<file path="src/rtl/uart_mode_cmd_decoder.sv">
// uart_mode_cmd_decoder
//   Parses "M<arg><CR|LF>" mode commands popped from a UART RX FIFO and drives
//   the 2-bit subsystem enable. Each command is answered through the TX FIFO
//   with "OK\r\n" or "ER\r\n". Without a UART override, en follows sw_en.
//   Optional feature macro: MODE_QUERY_EN adds the "M?" query command, which
//   answers "M<en>\r\n" and leaves the mode untouched.
module uart_mode_cmd_decoder #(
    parameter int TIMEOUT_CYC = 100_000_000,
    parameter int TO_W        = 27
) (
    input  logic       clk,
    input  logic       rst,
    input  logic [1:0] sw_en,
    input  logic       rx_empty,
    input  logic [7:0] rx_data,
    output logic       rx_rd,
    input  logic       tx_full,
    output logic       tx_wr,
    output logic [7:0] tx_data,
    output logic [1:0] en,
    output logic       uart_ctl,
    output logic       cmd_err
);

    localparam logic [7:0] CH_M  = 8'h4D;
    localparam logic [7:0] CH_S  = 8'h53;
    localparam logic [7:0] CH_Q  = 8'h3F;
    localparam logic [7:0] CH_CR = 8'h0D;
    localparam logic [7:0] CH_LF = 8'h0A;
    localparam logic [TO_W-1:0] TO_LAST = TO_W'(TIMEOUT_CYC - 1);

    typedef enum logic [1:0] {IDLE, GOT_M, GOT_ARG, RESP} state_t;

    state_t          state;
    logic            gap;
    logic [1:0]      idx;
    logic [TO_W-1:0] to_cnt;
    logic [1:0]      cmd_mode;
    logic [7:0]      arg;
    // resp[0] is sent first
    logic [3:0][7:0] resp;

    logic is_digit, is_term, arg_ok, timed_out;

    // Pack a 4-byte reply whose last two bytes are always CR LF
    function automatic logic [3:0][7:0] reply(input logic [7:0] b0, input logic [7:0] b1);
        return {CH_LF, CH_CR, b1, b0};
    endfunction

    // Byte classification of the RX head
    always_comb begin
        is_digit = (rx_data >= 8'h30) && (rx_data <= 8'h33);
        is_term  = (rx_data == CH_CR) || (rx_data == CH_LF);
`ifdef MODE_QUERY_EN
        arg_ok   = is_digit || (rx_data == CH_S) || (rx_data == CH_Q);
`else
        arg_ok   = is_digit || (rx_data == CH_S);
`endif
        timed_out = (to_cnt == TO_LAST);
    end

    // Pop only while parsing, never back-to-back; TX strobe only when FIFO has room
    always_comb begin
        rx_rd   = !rst && !rx_empty && (state != RESP) && !gap;
        tx_wr   = (state == RESP) && !tx_full;
        tx_data = tx_wr ? resp[idx] : 8'h00;
    end

    // Command FSM, mode registers, response sequencing and timeout
    always_ff @(posedge clk or posedge rst) begin
        if (rst) begin
            state    <= IDLE;
            gap      <= 1'b0;
            idx      <= 2'd0;
            to_cnt   <= '0;
            cmd_mode <= 2'b00;
            arg      <= 8'h00;
            resp     <= '0;
            en       <= 2'b00;
            uart_ctl <= 1'b0;
            cmd_err  <= 1'b0;
        end else begin
            cmd_err <= 1'b0;
            gap     <= rx_rd;
            en      <= uart_ctl ? cmd_mode : sw_en;
            case (state)
                IDLE: begin
                    to_cnt <= '0;
                    // anything other than 'M' (terminators included) is dropped
                    if (rx_rd && rx_data == CH_M)
                        state <= GOT_M;
                end
                GOT_M: begin
                    if (rx_rd) begin
                        to_cnt <= '0;
                        if (arg_ok) begin
                            arg   <= rx_data;
                            state <= GOT_ARG;
                        end else begin
                            resp    <= reply(8'h45, 8'h52);
                            idx     <= 2'd0;
                            cmd_err <= 1'b1;
                            state   <= RESP;
                        end
                    end else if (timed_out) begin
                        to_cnt  <= '0;
                        cmd_err <= 1'b1;
                        state   <= IDLE;
                    end else begin
                        to_cnt <= to_cnt + 1'b1;
                    end
                end
                GOT_ARG: begin
                    if (rx_rd) begin
                        to_cnt <= '0;
                        idx    <= 2'd0;
                        state  <= RESP;
                        if (is_term) begin
                            resp <= reply(8'h4F, 8'h4B);
                            if (arg == CH_S) begin
                                uart_ctl <= 1'b0;
`ifdef MODE_QUERY_EN
                            end else if (arg == CH_Q) begin
                                // report the enable as it stands now
                                resp <= reply(CH_M, 8'h30 + {6'd0, en});
`endif
                            end else begin
                                cmd_mode <= arg[1:0];
                                uart_ctl <= 1'b1;
                            end
                        end else begin
                            resp    <= reply(8'h45, 8'h52);
                            cmd_err <= 1'b1;
                        end
                    end else if (timed_out) begin
                        to_cnt  <= '0;
                        cmd_err <= 1'b1;
                        state   <= IDLE;
                    end else begin
                        to_cnt <= to_cnt + 1'b1;
                    end
                end
                RESP: begin
                    to_cnt <= '0;
                    if (tx_wr) begin
                        idx <= idx + 2'd1;
                        if (idx == 2'd3)
                            state <= IDLE;
                    end
                end
                default: state <= IDLE;
            endcase
        end
    end

endmodule

</file>
<file path="config.mk">
export PLATFORM = sky130hd
export DESIGN_NAME = uart_mode_cmd_decoder
export DESIGN_NICKNAME = d
export VERILOG_FILES = /design/src/rtl/uart_mode_cmd_decoder.sv
export SDC_FILE = /design/constraint.sdc
export NUM_CORES = 1
export LEC_CHECK = 0
export ABC_CLOCK_PERIOD_IN_PS = 2400
export BUFFER_PORTS_ARGS = -buffer_cell sky130_fd_sc_hd__buf_2
export CORE_UTILIZATION = 53
export DETAILED_ROUTE_END_ITERATION = 16
export GPL_TIMING_DRIVEN = 0
export PLACE_DENSITY = 0.87
export SYNTH_ARGS = -nofsm -noshare
export SYNTH_HDL_FRONTEND = slang
export SYNTH_SLANG_ARGS = --single-unit
</file>
<file path="constraint.sdc">
create_clock -name clk -period 2.4 [get_ports clk]
set_clock_uncertainty 0.15 [all_clocks]
set_input_delay 0 -clock clk [delete_from_list [all_inputs] [get_ports clk]]
set_output_delay 0 -clock clk [all_outputs]
set_load 0.02 [all_outputs]
</file>
Word level (Yosys, flattened, before mapping)
Cells that the tools add are included.
{"block": "word_totals", "ff_bits": 78, "ramBits": 0, "rom_bits": 0, "inputBits": 14, "output_inout_bits": 14, "latch_bits": 0, "memories": 0}
{"block": "classes", "shift": 0, "n_mul": 0, "n_addsub": 2, "n_div": 0, "order_cmp": 3, "n_mux": 32, "n_eq_ne": 17, "bitwise": 1, "reduce_logical": 23}
{"op": "32-bit 2-to-1 mux", "count": 3}
{"op": "32-bit case mux with 2 select lines", "count": 1}
{"op": "27-bit 2-to-1 mux", "count": 2}
{"op": "27-bit case mux with 2 select lines", "count": 1}
{"op": "27-bit by 1-bit adder with 27-bit output (second input constant)", "count": 1}
{"op": "27-bit == test (second input constant)", "count": 1}
{"op": "8-bit by 7-bit == test with 1-bit output (second input constant)", "count": 3}
{"op": "2-bit 2-to-1 mux", "count": 11}
{"op": "8-bit binary-select mux with 2-bit select", "count": 1}
{"op": "8-bit by 4-bit == test with 1-bit output (second input constant)", "count": 2}
{"op": "8-bit 2-to-1 mux", "count": 2}
{"op": "13-bit 2-to-1 mux", "count": 1}
{"op": "2-bit != test (second input constant)", "count": 6}
{"op": "3-bit AND reduction", "count": 3}
{"op": "8-bit by 6-bit >= comparator with 1-bit output (second input constant)", "count": 1}
{"op": "8-bit by 6-bit <= comparator with 1-bit output (second input constant)", "count": 1}
{"op": "2-bit case mux with 4 select lines", "count": 1}
{"op": "4-bit AND reduction", "count": 2}
{"op": "1-bit 2-to-1 mux", "count": 7}
{"op": "2-bit == test (second input constant)", "count": 3}
{"op": "1-bit logical AND", "count": 6}
{"op": "2-bit case mux with 3 select lines", "count": 1}
{"op": "5-bit AND reduction", "count": 1}
{"op": "1-bit zero test", "count": 4}
{"op": "other kinds (11)", "count": 13}

Longest topological paths before layout
{"block": "depth", "word_depth": 7, "mapped_depth": 8, "ltp_nobuf": 6}

Worst setup path after synthesis
OpenSTA, ideal clock, no wires.
{"block": "synth_path", "kind": "reg-to-reg", "start": "register state[0]", "end": "register cmd_mode[1]", "n_path_buf": 1, "slack_ns": 0.063, "setup_time_ns": 0.128, "path_stages_with_launch": 8, "arrival_ns": 2.059, "t_required_ns": 2.122, "cell_sequence": "dfrtp_1 ha_1 or4_4 buf_6 clkinv_4 o2111ai_1 nor3_2 mux2_1"}
{"block": "synth_between", "elab_chain_len": 4, "elab_cells_between_ends": 5}
{"element": "start: declaration", "line_no": "34", "text": "state_t state;"}
{"element": "start signal: assignment", "line_no": "72", "text": "state <= IDLE;"}
{"element": "start signal: assignment", "line_no": "91", "text": "state <= GOT_M;"}
{"element": "start signal: assignment", "line_no": "98", "text": "state <= GOT_ARG;"}
{"element": "2-bit != test", "line_no": "64", "text": "rx_rd = !rst && !rx_empty && (state != RESP) && !gap;"}
{"element": "1-bit logical AND (2 in series)", "line_no": "64"}
{"element": "net rx_rd", "line_no": "16", "text": "output logic rx_rd,"}
{"element": "4-bit AND reduction (no source line)"}
{"element": "end signal: assignment", "line_no": "128", "text": "cmd_mode <= arg[1:0];"}
{"element": "end: declaration", "line_no": "38", "text": "logic [1:0] cmd_mode;"}
The timed path passes the listed nets, and every way through them passes these cells.
A chain may end at the register's enable or synchronous reset.

Worst setup path after layout
{"block": "layout_path", "start": "register state[0]", "end": "register state[1]"}
{"block": "layout_between", "elab_chain_len": 6, "elab_cells_between_ends": 16}
{"element": "2-bit != test", "line_no": "64"}
{"element": "1-bit logical AND (2 in series)", "line_no": "64"}
{"element": "1-bit logical AND", "line_no": "90", "text": "if (rx_rd && rx_data == CH_M)"}
{"element": "2-bit != test (no source line)"}
{"element": "3-bit AND reduction (no source line)"}
Several ways; a longest one is shown, not always the timed one.

==> results.json <==
{
  "insertion_delay_ns": 0.30,
  "antennaDiodeCount": 0,
  "viasPerCell": 5.95,
  "final_antenna_net_count": 0,
  "yosysSeqAreaShare_pct": 45.9,
  "antenna_found_initial": 0,
  "drive_above_1_share_pct": 20.1,
  "fin_setup_tns_ns": 0,
  "startpoint_type": "flip-flop",
  "syn_inst": 271,
  "dieArea_um2": 5320,
  "clock_path_buffers": 2,
  "async_reset_ff_share_pct": 100,
  "cts.sinks": 49,
  "synth.area.mux_share_pct": 3.33,
  "yosys_warnings": 0,
  "timing.slew.headroom_pct": 63.8,
  "synth-compound-area-share_pct": 13.2,
  "rrSetupSlack_ns": 0.04,
  "switching_power_mw": 0.730,
  "clkTransAtPathRegs_ns": 0.09,
  "fp.dieW_um": 73.0,
  "port_buffers": 25,
  "track_usage_pct": 23.6,
  "initial_core_util_pct": 55.8,
  "p_per_area_nw_per_um2": 713,
  "syn_area_um2": 2670,
  "drv_slew": 0,
  "fin_crit_sh_pct": 98.2,
  "ys_types": 57,
  "vdd_drop_max_v": 0.000314,
  "grt_pass1_wl_um": 9660,
  "setup_viol": 0,
  "gp_congestion": 0.950,
  "status": "completed",
  "drc": 0,
  "synth_edf_count": 0,
  "coreArea_um2": 4790,
  "syn_avg_cell_area_um2": 9.85,
  "grt_max_degree": 39,
  "cts_tree": "done",
  "critPathMaxFanout": 8,
  "power.share.clock_pct": 30.8,
  "critPathKind": "reg2reg",
  "htree_levels": 2,
  "fillers": 353,
  "r2r_cells": 7,
  "dr_total_vias": 2290,
  "seqPwrFrac_pct": 41.4,
  "p_leak_nw": 1.41,
  "synth_seq_cells": 49,
  "drt-total-wl_um": 5980,
  "synth_top_family_by_area": "simple AND/OR/NAND/NOR gates",
  "end_kind": "flip-flop",
  "cp.required_ns": 2.44,
  "post-route-util_pct": 66.3,
  "tightestPinTransition_ns": 0.542,
  "rows": 25,
  "drt_iter0_markers": 193,
  "hpwlAfterDp_um": 4060,
  "synthFlopType": "dfrtp_1",
  "critPathArrivalTime_ns": 2.40,
  "hold_viol_final": 0,
  "comb_power_share_pct": 27.9,
  "switching_share_pct": 32.3,
  "period_needed_ns": 2.36,
  "p_int_mw": 1.53,
  "synth_top_cell_by_area": "dfrtp_1",
  "maxCapViolCount": 0,
  "drtPass1Iterations": 4,
  "fmax_mhz": 424,
  "final_nets": 338,
  "synth_top_area_share_pct": 45.9,
  "power.total_mw": 2.26,
  "grt_pass1_vias": 2138,
  "synth-simple-area-share_pct": 26.1,
  "synth.area.top_cells": "dfrtp_1 (46%), ha_1 (3.3%), a21oi_1 (3.0%)",
  "r2r-start": "state[0]",
  "cts_made_buffers": 5,
  "die_h_um": 73.0,
  "routedWlPerCell_um": 15.5,
  "syn_to_final_growth_pct": 18.8,
  "r2r-end": "state[1]",
  "rsz0062_at_grt": "no",
  "root_buffer": "clkbuf_8",
  "io_pins": 28,
  "synth_xor_area_share_pct": 3.61,
  "overflow": 0,
  "hold_path.class": "in2async",
  "synthAdderAreaFrac_pct": 3.28
}
==> placed cells by master, fill, tap and decap left out, types with 5 or more instances in the layout <==
master          n
dfrtp_1        49
a21oi_1        16
buf_2          28
nand3_1        10
xor2_1          8
mux2_2          6
o31ai_1         7
o21ai_0        11
nor2_1         19
dlygate4sd3_1   9
buf_4           5
inv_1          12
and3_1          8
or4_1           7
clkbuf_8        5
or3_1           7
nand4_1        10
ha_1            6
nand2_1        18
==> worst max path at each step <==
stage	start	to	slack (ns)	cells after the start
4_1_cts	state[0]	cmd_mode[1]	0.006	7
6_report	state[0]	state[1]	0.04	7
2_1_floorplan	state[0]	cmd_mode[1]	0.06	7
3_3_place_gp	state[0]	cmd_mode[1]	-0.09	7
3_5_place_dp	state[0]	cmd_mode[1]	-0.12	7
5_1_grt	state[0]	state[1]	0.009	7
==> area by class of cell <==
type                       instances  area, um^2  share of cell area, %
clock buffer                       5        68.8                   2.17
timing repair buffer              38         258                   8.13
sequential                        49        1230                   38.7
multi-input combinational        198        1350                   42.6
clock inverter                     3        65.1                   2.05
buffer                            11        60.1                   1.89
tap                               67        83.8                   2.64
inverter                          14        57.6                   1.81
==> power by group through the flow <==
stage | Clock [mW] | Combinational (mW) | Sequential, mW
2_1_floorplan | 0 | 0.512 | 0.961
3_3_place_gp | 0 | 0.666 | 0.968
3_5_place_dp | 0 | 0.693 | 0.974
4_1_cts | 0.702 | 0.606 | 0.933
5_1_grt | 0.734 | 0.704 | 0.943
6_report | 0.696 | 0.631 | 0.936
==> Yosys cell counts, types with 2 or more instances <==
| master | number |
|---|---|
| a21boi_0 | 2 |
| and4b_1 | 2 |
| buf_2 | 3 |
| nor3b_1 | 2 |
| and2_1 | 2 |
| o21ai_0 | 11 |
| xor2_1 | 8 |
| and3_1 | 8 |
| nand3_1 | 10 |
| nor2_1 | 19 |
| or4_1 | 7 |
| nor4bb_1 | 3 |
| nor3_1 | 4 |
| a21oi_1 | 16 |
| xnor2_1 | 3 |
| clkbuf_1 | 4 |
| o31ai_1 | 7 |
| o211ai_1 | 4 |
| ha_1 | 7 |
| dfrtp_1 | 49 |
| or3_1 | 7 |
| or2_2 | 3 |
| nand2_1 | 18 |
| and4_1 | 4 |
| nor4b_2 | 2 |
| nor4_1 | 2 |
| nor2b_1 | 4 |
| o2111ai_1 | 4 |
| inv_1 | 13 |
| buf_4 | 2 |
| nand4_1 | 10 |
| mux2_2 | 6 |
==> critical path: stages (launching register included) <==
cell      delay, ns
dfrtp_1        0.40
ha_2           0.22
or4_4          0.49
buf_6          0.16
clkinv_4       0.08
a31oi_2        0.11
or2_0          0.27
a221o_1        0.36
==> timing repair <==
action                                  CTS  global route
cloned                                    0             0
pin swaps                                 1             1
endpoints found under the setup margin   22            21
hold endpoints to repair                 63             0
hold buffers                              9             0
buffers inserted                          3             0
gates resized for setup                   1             3
==> registers in the layout, indices dropped and copies added (netlist names) <==
name	cells
to_cnt	27
cmd_mode	2
idx	2
gap	1
en	2
resp	3
cmd_err	1
state	2
arg	8
uart_ctl	1
==> cells by family after synthesis <==
logic type,after synthesis
AND/OR/NAND/NOR,116
AO/OA/AOI/OAI,54
flip-flops,49
buffers and inverters,25
XOR/XNOR,11
multiplexers,8
adder cells (fa/ha/maj),7
other,1
==> routing by layer <==
layer | up-vias | global-route usage, % | routed length, um
met2 | 59 | 39.4 | 2950
met1 | 1132 | 30.7 | 2710
li1 | 1085 | - | -
met5 | - | 0 | 0
met4 | 0 | 7.63 | 102
met3 | 14 | 5.25 | 215
==> per-stage QoR <==
step,setup slack (ns),hold slack [ns],instances,cell area (um^2)
after floorplan,0.0630,0.000576,272,2670
after global placement,-0.0860,0.0850,364,2880
after detailed placement,-0.118,-0.179,365,2900
after CTS,0.00623,0.0329,385,3150
after global routing,0.00915,0.0703,385,3170
final,0.0443,0.0378,385,3170
Note: power is estimated with default switching activity, not from simulation.
